===== src/rtl/vram_write_queue.sv =====
// CPU-to-VRAM write FIFO: buffers CPU writes and drains one per cycle while the video timing allows writes.
// Optional VRAM_WRITE_QUEUE_DROP_COUNT_EN adds a saturating dropped-write counter output.
module vram_write_queue #(
  parameter int DEPTH      = 16,
  parameter int ADDR_WIDTH = 12
) (
  input  logic                     clk,
  input  logic                     rst,
  input  logic [ADDR_WIDTH-1:0]    cpu_address,
  input  logic [7:0]               cpu_data,
  input  logic                     cpu_write_enable,
  input  logic                     writable,
  input  logic                     clr_overflow,
  output logic [ADDR_WIDTH-1:0]    vram_address,
  output logic [7:0]               vram_data,
  output logic                     vram_write_enable,
  output logic                     full,
  output logic                     empty,
  output logic [$clog2(DEPTH):0]   level,
  output logic                     overflow
`ifdef VRAM_WRITE_QUEUE_DROP_COUNT_EN
  ,
  output logic [7:0]               drop_count
`endif
);
  localparam int PW = $clog2(DEPTH);

  typedef enum logic {IDLE, DRAIN} state_t;
  state_t state, state_nxt;

  logic [ADDR_WIDTH+7:0] mem [DEPTH];
  logic [PW-1:0]         wr_ptr, rd_ptr;
  logic                  push, pop, drop;

  assign full  = (level == (PW+1)'(DEPTH));
  assign empty = (level == '0);

  // A pop frees a slot in the same edge, so a write into a full FIFO is still accepted then.
  assign push = cpu_write_enable && (!full || pop);
  assign drop = cpu_write_enable && full && !pop;

  always_comb begin
    state_nxt = state;
    pop       = 1'b0;
    case (state)
      IDLE: begin
        if (writable && !empty) begin
          pop       = 1'b1;
          state_nxt = DRAIN;
        end
      end
      DRAIN: begin
        if (!writable) begin
          state_nxt = IDLE;
        end else if (!empty) begin
          pop = 1'b1;
          if (level == (PW+1)'(1) && !cpu_write_enable) state_nxt = IDLE;
        end else begin
          state_nxt = IDLE;
        end
      end
      default: state_nxt = IDLE;
    endcase
  end

  // Storage has no reset; only pointers and level define which entries are live.
  always_ff @(posedge clk) begin
    if (push) mem[wr_ptr] <= {cpu_address, cpu_data};
  end

  always_ff @(posedge clk or negedge rst) begin
    if (!rst) begin
      state             <= IDLE;
      wr_ptr            <= '0;
      rd_ptr            <= '0;
      level             <= '0;
      overflow          <= 1'b0;
      vram_write_enable <= 1'b0;
      vram_address      <= '0;
      vram_data         <= '0;
    end else begin
      state             <= state_nxt;
      vram_write_enable <= pop;
      if (push) wr_ptr <= wr_ptr + 1'b1;
      if (pop) begin
        rd_ptr                    <= rd_ptr + 1'b1;
        {vram_address, vram_data} <= mem[rd_ptr];
      end
      case ({push, pop})
        2'b10:   level <= level + 1'b1;
        2'b01:   level <= level - 1'b1;
        default: level <= level;
      endcase
      if (clr_overflow) overflow <= 1'b0;
      else if (drop)    overflow <= 1'b1;
    end
  end

`ifdef VRAM_WRITE_QUEUE_DROP_COUNT_EN
  always_ff @(posedge clk or negedge rst) begin
    if (!rst)                             drop_count <= '0;
    else if (clr_overflow)                drop_count <= '0;
    else if (drop && drop_count != 8'hFF) drop_count <= drop_count + 1'b1;
  end
`endif

endmodule


===== config.mk =====
export PLATFORM = sky130hd
export DESIGN_NAME = vram_write_queue
export DESIGN_NICKNAME = d
export VERILOG_FILES = /design/src/rtl/vram_write_queue.sv
export SDC_FILE = /design/constraint.sdc
export NUM_CORES = 1
export LEC_CHECK = 0
export CORE_AREA = 2 2 171 215
export DETAILED_ROUTE_END_ITERATION = 16
export DIE_AREA = 0 0 173 217
export GPL_TIMING_DRIVEN = 0
export PLACE_DENSITY_LB_ADDON = 0.12
export SETUP_SLACK_MARGIN = 0.2
export SYNTH_ARGS = -nofsm -noshare
export SYNTH_HDL_FRONTEND = slang
export SYNTH_SLANG_ARGS = --single-unit

===== constraint.sdc =====
create_clock -name clk -period 4.46 [get_ports clk]
set_input_delay 0.446 -clock clk [delete_from_list [all_inputs] [get_ports clk]]
set_output_delay 0.446 -clock clk [all_outputs]
set_load 0.02 [all_outputs]

Word level (Yosys, flattened, before mapping)

Memory sizes are Yosys's and may differ from the RTL's. A register that Yosys moved wholly into a read port is not among the register bits.
Cells that the tools add are included.

Register bits after elaboration: 16
Bits in writable memories: 320
Input port bits: 25
Output and inout bits: 29
Logic and storage cells: 43
Memories kept: 1

Add/subtract/negate cells: 4
Equal/unequal tests: 4
Muxes and demuxes: 13
Bitwise logic cells: 1
Reductions and logical operators: 14

Memories:

| name | depth | width | read ports | clocked after memory_dff | write ports | line | RTL |
|---|---|---|---|---|---|---|---|
| mem  | 16    | 20    | 1          | 1                        | 1           | 31   | `logic [ADDR_WIDTH+7:0] mem [DEPTH];` |

Operator list:

| operator                                                              | count |
|---|---|
| 1-bit 2-to-1 mux                                                      | 10 |
| 5-bit case mux with 2 select lines                                    | 1 |
| 4-bit by 1-bit adder with 4-bit output, second input constant         | 2 |
| 5-bit by 1-bit adder with 5-bit output, second input constant         | 1 |
| 5-bit by 1-bit equality test with 1-bit output, second input constant | 1 |
| 5-bit equality test, second input constant                            | 1 |
| 1-bit logical AND                                                     | 5 |
| 1-bit zero test                                                       | 5 |
| 5-bit zero test                                                       | 1 |
| 5-bit by 1-bit subtractor with 5-bit output, second input constant    | 1 |
| 1-bit case mux with 2 select lines                                    | 2 |
| 2-bit nonzero test                                                    | 2 |
| 2-bit by 1-bit equality test with 1-bit output, second input constant | 1 |
| 2-bit equality test, second input constant                            | 1 |
| 1-bit logical OR                                                      | 1 |
| 1-bit inverter                                                        | 1 |

Depth between registers and ports, before layout

Word-level depth: 9
Gate-level depth with buffers: 7
Mapped depth without buffers: 7

Least setup slack after synthesis

No wires, ideal clock.

Path type: flip-flop to flip-flop
From: register level[1]
To: memory mem[7][0] in the netlist's numbering (enable)
Setup time: 0.427 ns
Arrival: 2.867 ns
Data required time: 4.033 ns
Setup slack: 1.167 ns
Cell stages (with the launch flop): 7
Path buffers: 0
Clock period less this slack: 3.293 ns
Cell sequence: dfrtp_1 -> inv_1 -> ha_1 -> nand4bb_1 -> o21a_1 -> nand2_1 -> nor3b_1

Word-level cells in the longest chain between the ends: 9
Elaborated cells between the ends (all ways): 13
Classes of those cells: eq/ne: 1; mux: 6; reduce/logical: 6

Ends and longest elaborated chain:

| item                                     | line | RTL |
|---|---|---|
| start, declared                          | 19   | `output logic [$clog2(DEPTH):0] level,` |
| start signal, assigned                   | 90   | `2'b10: level <= level + 1'b1;` |
| start signal, assigned                   | 91   | `2'b01: level <= level - 1'b1;` |
| start signal, assigned                   | 92   | `default: level <= level;` |
| 5-bit zero test                          | 36   | `assign empty = (level == '0);` |
| 1-bit zero test                          | -    |  |
| 1-bit logical AND                        | 47   | `if (writable && !empty) begin` |
| 1-bit 2-to-1 mux                         | 47   |  |
| 1-bit case mux with 2 select lines       | 45   | `case (state)` |
| 1-bit logical OR *                       | 39   | `assign push = cpu_write_enable && (!full \|\| pop);` |
| 1-bit logical AND *                      | 39   |  |
| 1-bit 2-to-1 mux *                       | 68   | `if (push) mem[wr_ptr] <= {cpu_address, cpu_data};` |
| 1-bit 2-to-1 mux (not written as such) * | 68   |  |
| end, declared                            | 31   |  |

Mark *: on every way between the ends. The rest lies on a longest branch, timed or not.

Final worst setup path

From: register level[1]
To: memory mem[10][6] in the netlist's numbering (enable)

The elaborated chain is that of the path after synthesis.

==> out/qor.csv <==
metric;value;unit
port_buffers;52;
setup_tns;0;ns
syn_area;0.01408;mm^2
p_total;10750;uW
post-route-period-util;0.7279;
yosys_warnings;0;
hold_class;input pin to asynchronous set/reset pin;
syn-num-nets;665;
final_area;0.01659;mm^2
dp.cells;1174;
fin_crit;3.246;ns
cts_resized;0;
final-max-slew-violation-count;0;
yosysMostFrequentCell;edfxtp_1;
ys_types;42;
clk_latency;0.54;ns
yosysTopAreaCellShare;0.6825;
nFillCells;3000;
cp_max_fo;20;
cts_sinks;355;
slowest_delay;1.11;ns
boundaryPins;54;
core_area;0.03572;mm^2
critical_path_class;flip-flop to flip-flop;
hold_violations;0;
final_antenna_net_count;0;
synthTopCellsByCount;edfxtp_1 (320), mux4_1 (47), dfrtp_1 (35);
cts_tree;built;
syn_area_per_cell;22.28;um^2
fmax;308.0;MHz
path_cells;inv_1 -> ha_1 -> nand4bb_1 -> o21a_1 -> clkbuf_1 -> and3_1;
multi_input_area;0.003188;mm^2
track_usage;0.1787;
die_h;217;um
ys_top_cells_by_area;edfxtp_1 (68%), mux4_1 (8.8%), dfrtp_1 (6.2%);
grt_overflow;0;
syn_inst;632;
antenna_cells;0;
wirelength;32840;um
ys_seq_elements;355;
dp_hpwl;20820;um
firstDrtPassIters;6;
grt_pass1_vias;7175;
critical-path-top-delay-family;simple AND/OR/NAND/NOR gates;
fin_cells;1242;
required;4.59;ns
drive_gt1_frac;0.1916;
crit_path_start_kind;flip-flop;
vias;6745;
drt-initial-drc-count;484;
path_clk_slew;0.06;ns
relSlewSlack;0.07885;
syn2layout_area_growth;17.85;%
ctsHoldBuffers;0;
skew;0.01703;ns
wl_per_cell;26.44;um
cp_slowest_cell;and3_1;
synth_top_cell_by_area;edfxtp_1;
ys_seq_area_frac;0.7447;
die-area;0.03754;mm^2
rows;78;
regArea;0.01049;mm^2
grt_pass1_wl;48260;um
cp.arrival;3.38;ns
p_leak;0.005662;uW
ctsHtreeMaxLevel;2;
start_util;0.3942;
synth_edf_count;320;
status;complete, no violations;
end_kind;flip-flop;
cap_violations;0;
path_buf_inv;2;
cts_root_buf;clkbuf_16;
grt_setup_unrepaired;false;
vias_per_cell;5.431;
gp_congestion;0.7642;
setup_violations;0;
ys.flop_type;edfxtp_1;
place_area;0.01534;mm^2
dieWidth;173;um
tightest_slew;1.382;ns
p_per_area;648.0;mW/mm^2
antenna_found_initial;0;
drc;0;
grt_max_degree;36;
cts_setup_buffers;0;
final_nets;766;
cts_max_path_buffers;3;
synthArstFlopShare;0.09859;
vdd_drop_max;0.0003383;V
cts_made_buffers;37;
## routing by layer
layer	global-route usage	routed length (um)
met3	0.03180	1386
met1	0.2177	13340
met4	0.05085	693
met2	0.3255	17410
met5	0	0
## cell usage in the layout (no fill, tap or decap), types with 2 or more instances in the layout
cell             synthesis  routed
nor3b_2                  0       4
clkbuf_1                 4      15
clkdlybuf4s50_1          0      51
mux2i_1                 20      20
clkbuf_16                0      39
a31oi_1                  2       2
nor2_1                   4       4
edfxtp_1               320     320
clkinv_1                 0       2
dfrtp_1                 35      35
and3_2                   0       4
mux4_1                  47      47
o21ai_0                  2       2
clkinv_2                 0       6
bufinv_16                0       4
inv_6                    0       2
and3_1                   7       3
nor2b_1                  2       2
xnor2_1                  9       9
and4_1                   5       5
o22ai_1                 21      21
ha_1                     8       8
a211oi_1                21      21
nand4_1                  3       3
clkbuf_8                12      16
buf_4                    5       5
a21o_1                  20      20
mux4_2                  33      33
buf_8                    3       5
nand2_1                  9       9
inv_1                    7       7
buf_6                   11      19
## worst paths after layout
path                                  startpoint               to  slack [ns]  cells past startpoint
worst min register to register   vram_address[0]  vram_address[0]        0.48                      1
max in group asynchronous                    rst     vram_data[6]        3.82                      1
worst max register to register          level[1]       mem[10][6]        1.21                      6
worst min-delay path                         rst  vram_address[4]        0.05                      1
worst max-delay path                    level[1]       mem[10][6]        1.21                      6
min in group clk                cpu_write_enable         level[0]        0.43                      3
## area by class of cell
type	count	share of cell area
Buffer	36	0.02451
Clock buffer	54	0.06462
Clock inverter	14	0.01056
Inverter	8	0.001810
Multi-Input combinational cell	233	0.1921
Sequential cell	355	0.6319
Tap cell	480	0.03619
Timing Repair Buffer	62	0.03830
## sequential cells by signal, indices dropped and copies added, names as in the netlist
| register | count |
|---|---|
| level | 5 |
| vram_address | 12 |
| mem | 320 |
| wr_ptr | 4 |
| vram_data | 8 |
| overflow | 1 |
| vram_write_enable | 1 |
| rd_ptr | 4 |
## worst reg2reg max path: stages, from the launching register on
cell and delay [ns]:
dfrtp_1 0.47, inv_1 0.16, ha_1 0.25, nand4bb_1 0.18, o21a_1 0.34, clkbuf_1 0.32, and3_1 1.11
## through the flow
step	hold WS, ns	setup WS, ns	utilization
CTS	0.06186	1.140	0.4645
floorplan	0.1504	1.167	-
detailed placement	0.4705	1.062	0.4296
global placement	0.4659	-1.116	0.4256
finish	0.05033	1.214	0.4646
global route	0.1051	1.024	0.4646
## cell families after synthesis
family | Yosys count | share of synthesized area
muxes | 100 | 0.1547
xor gates and xnor gates | 10 | 0.006221
AOI/OAI and AO/OA | 72 | 0.03670
and+or+nand+nor | 42 | 0.01884
DFF | 355 | 0.7447
buffers and inverters | 44 | 0.03101
adders and majority gates | 9 | 0.007820
## power breakdown
part	total, uW	internal (uW)	switching [uW]
sequential	4280	4090	193
clock	3140	1910	1230
combinational	3330	1530	1800
total	10800	7530	3220
(Power assumes the default switching activity.)
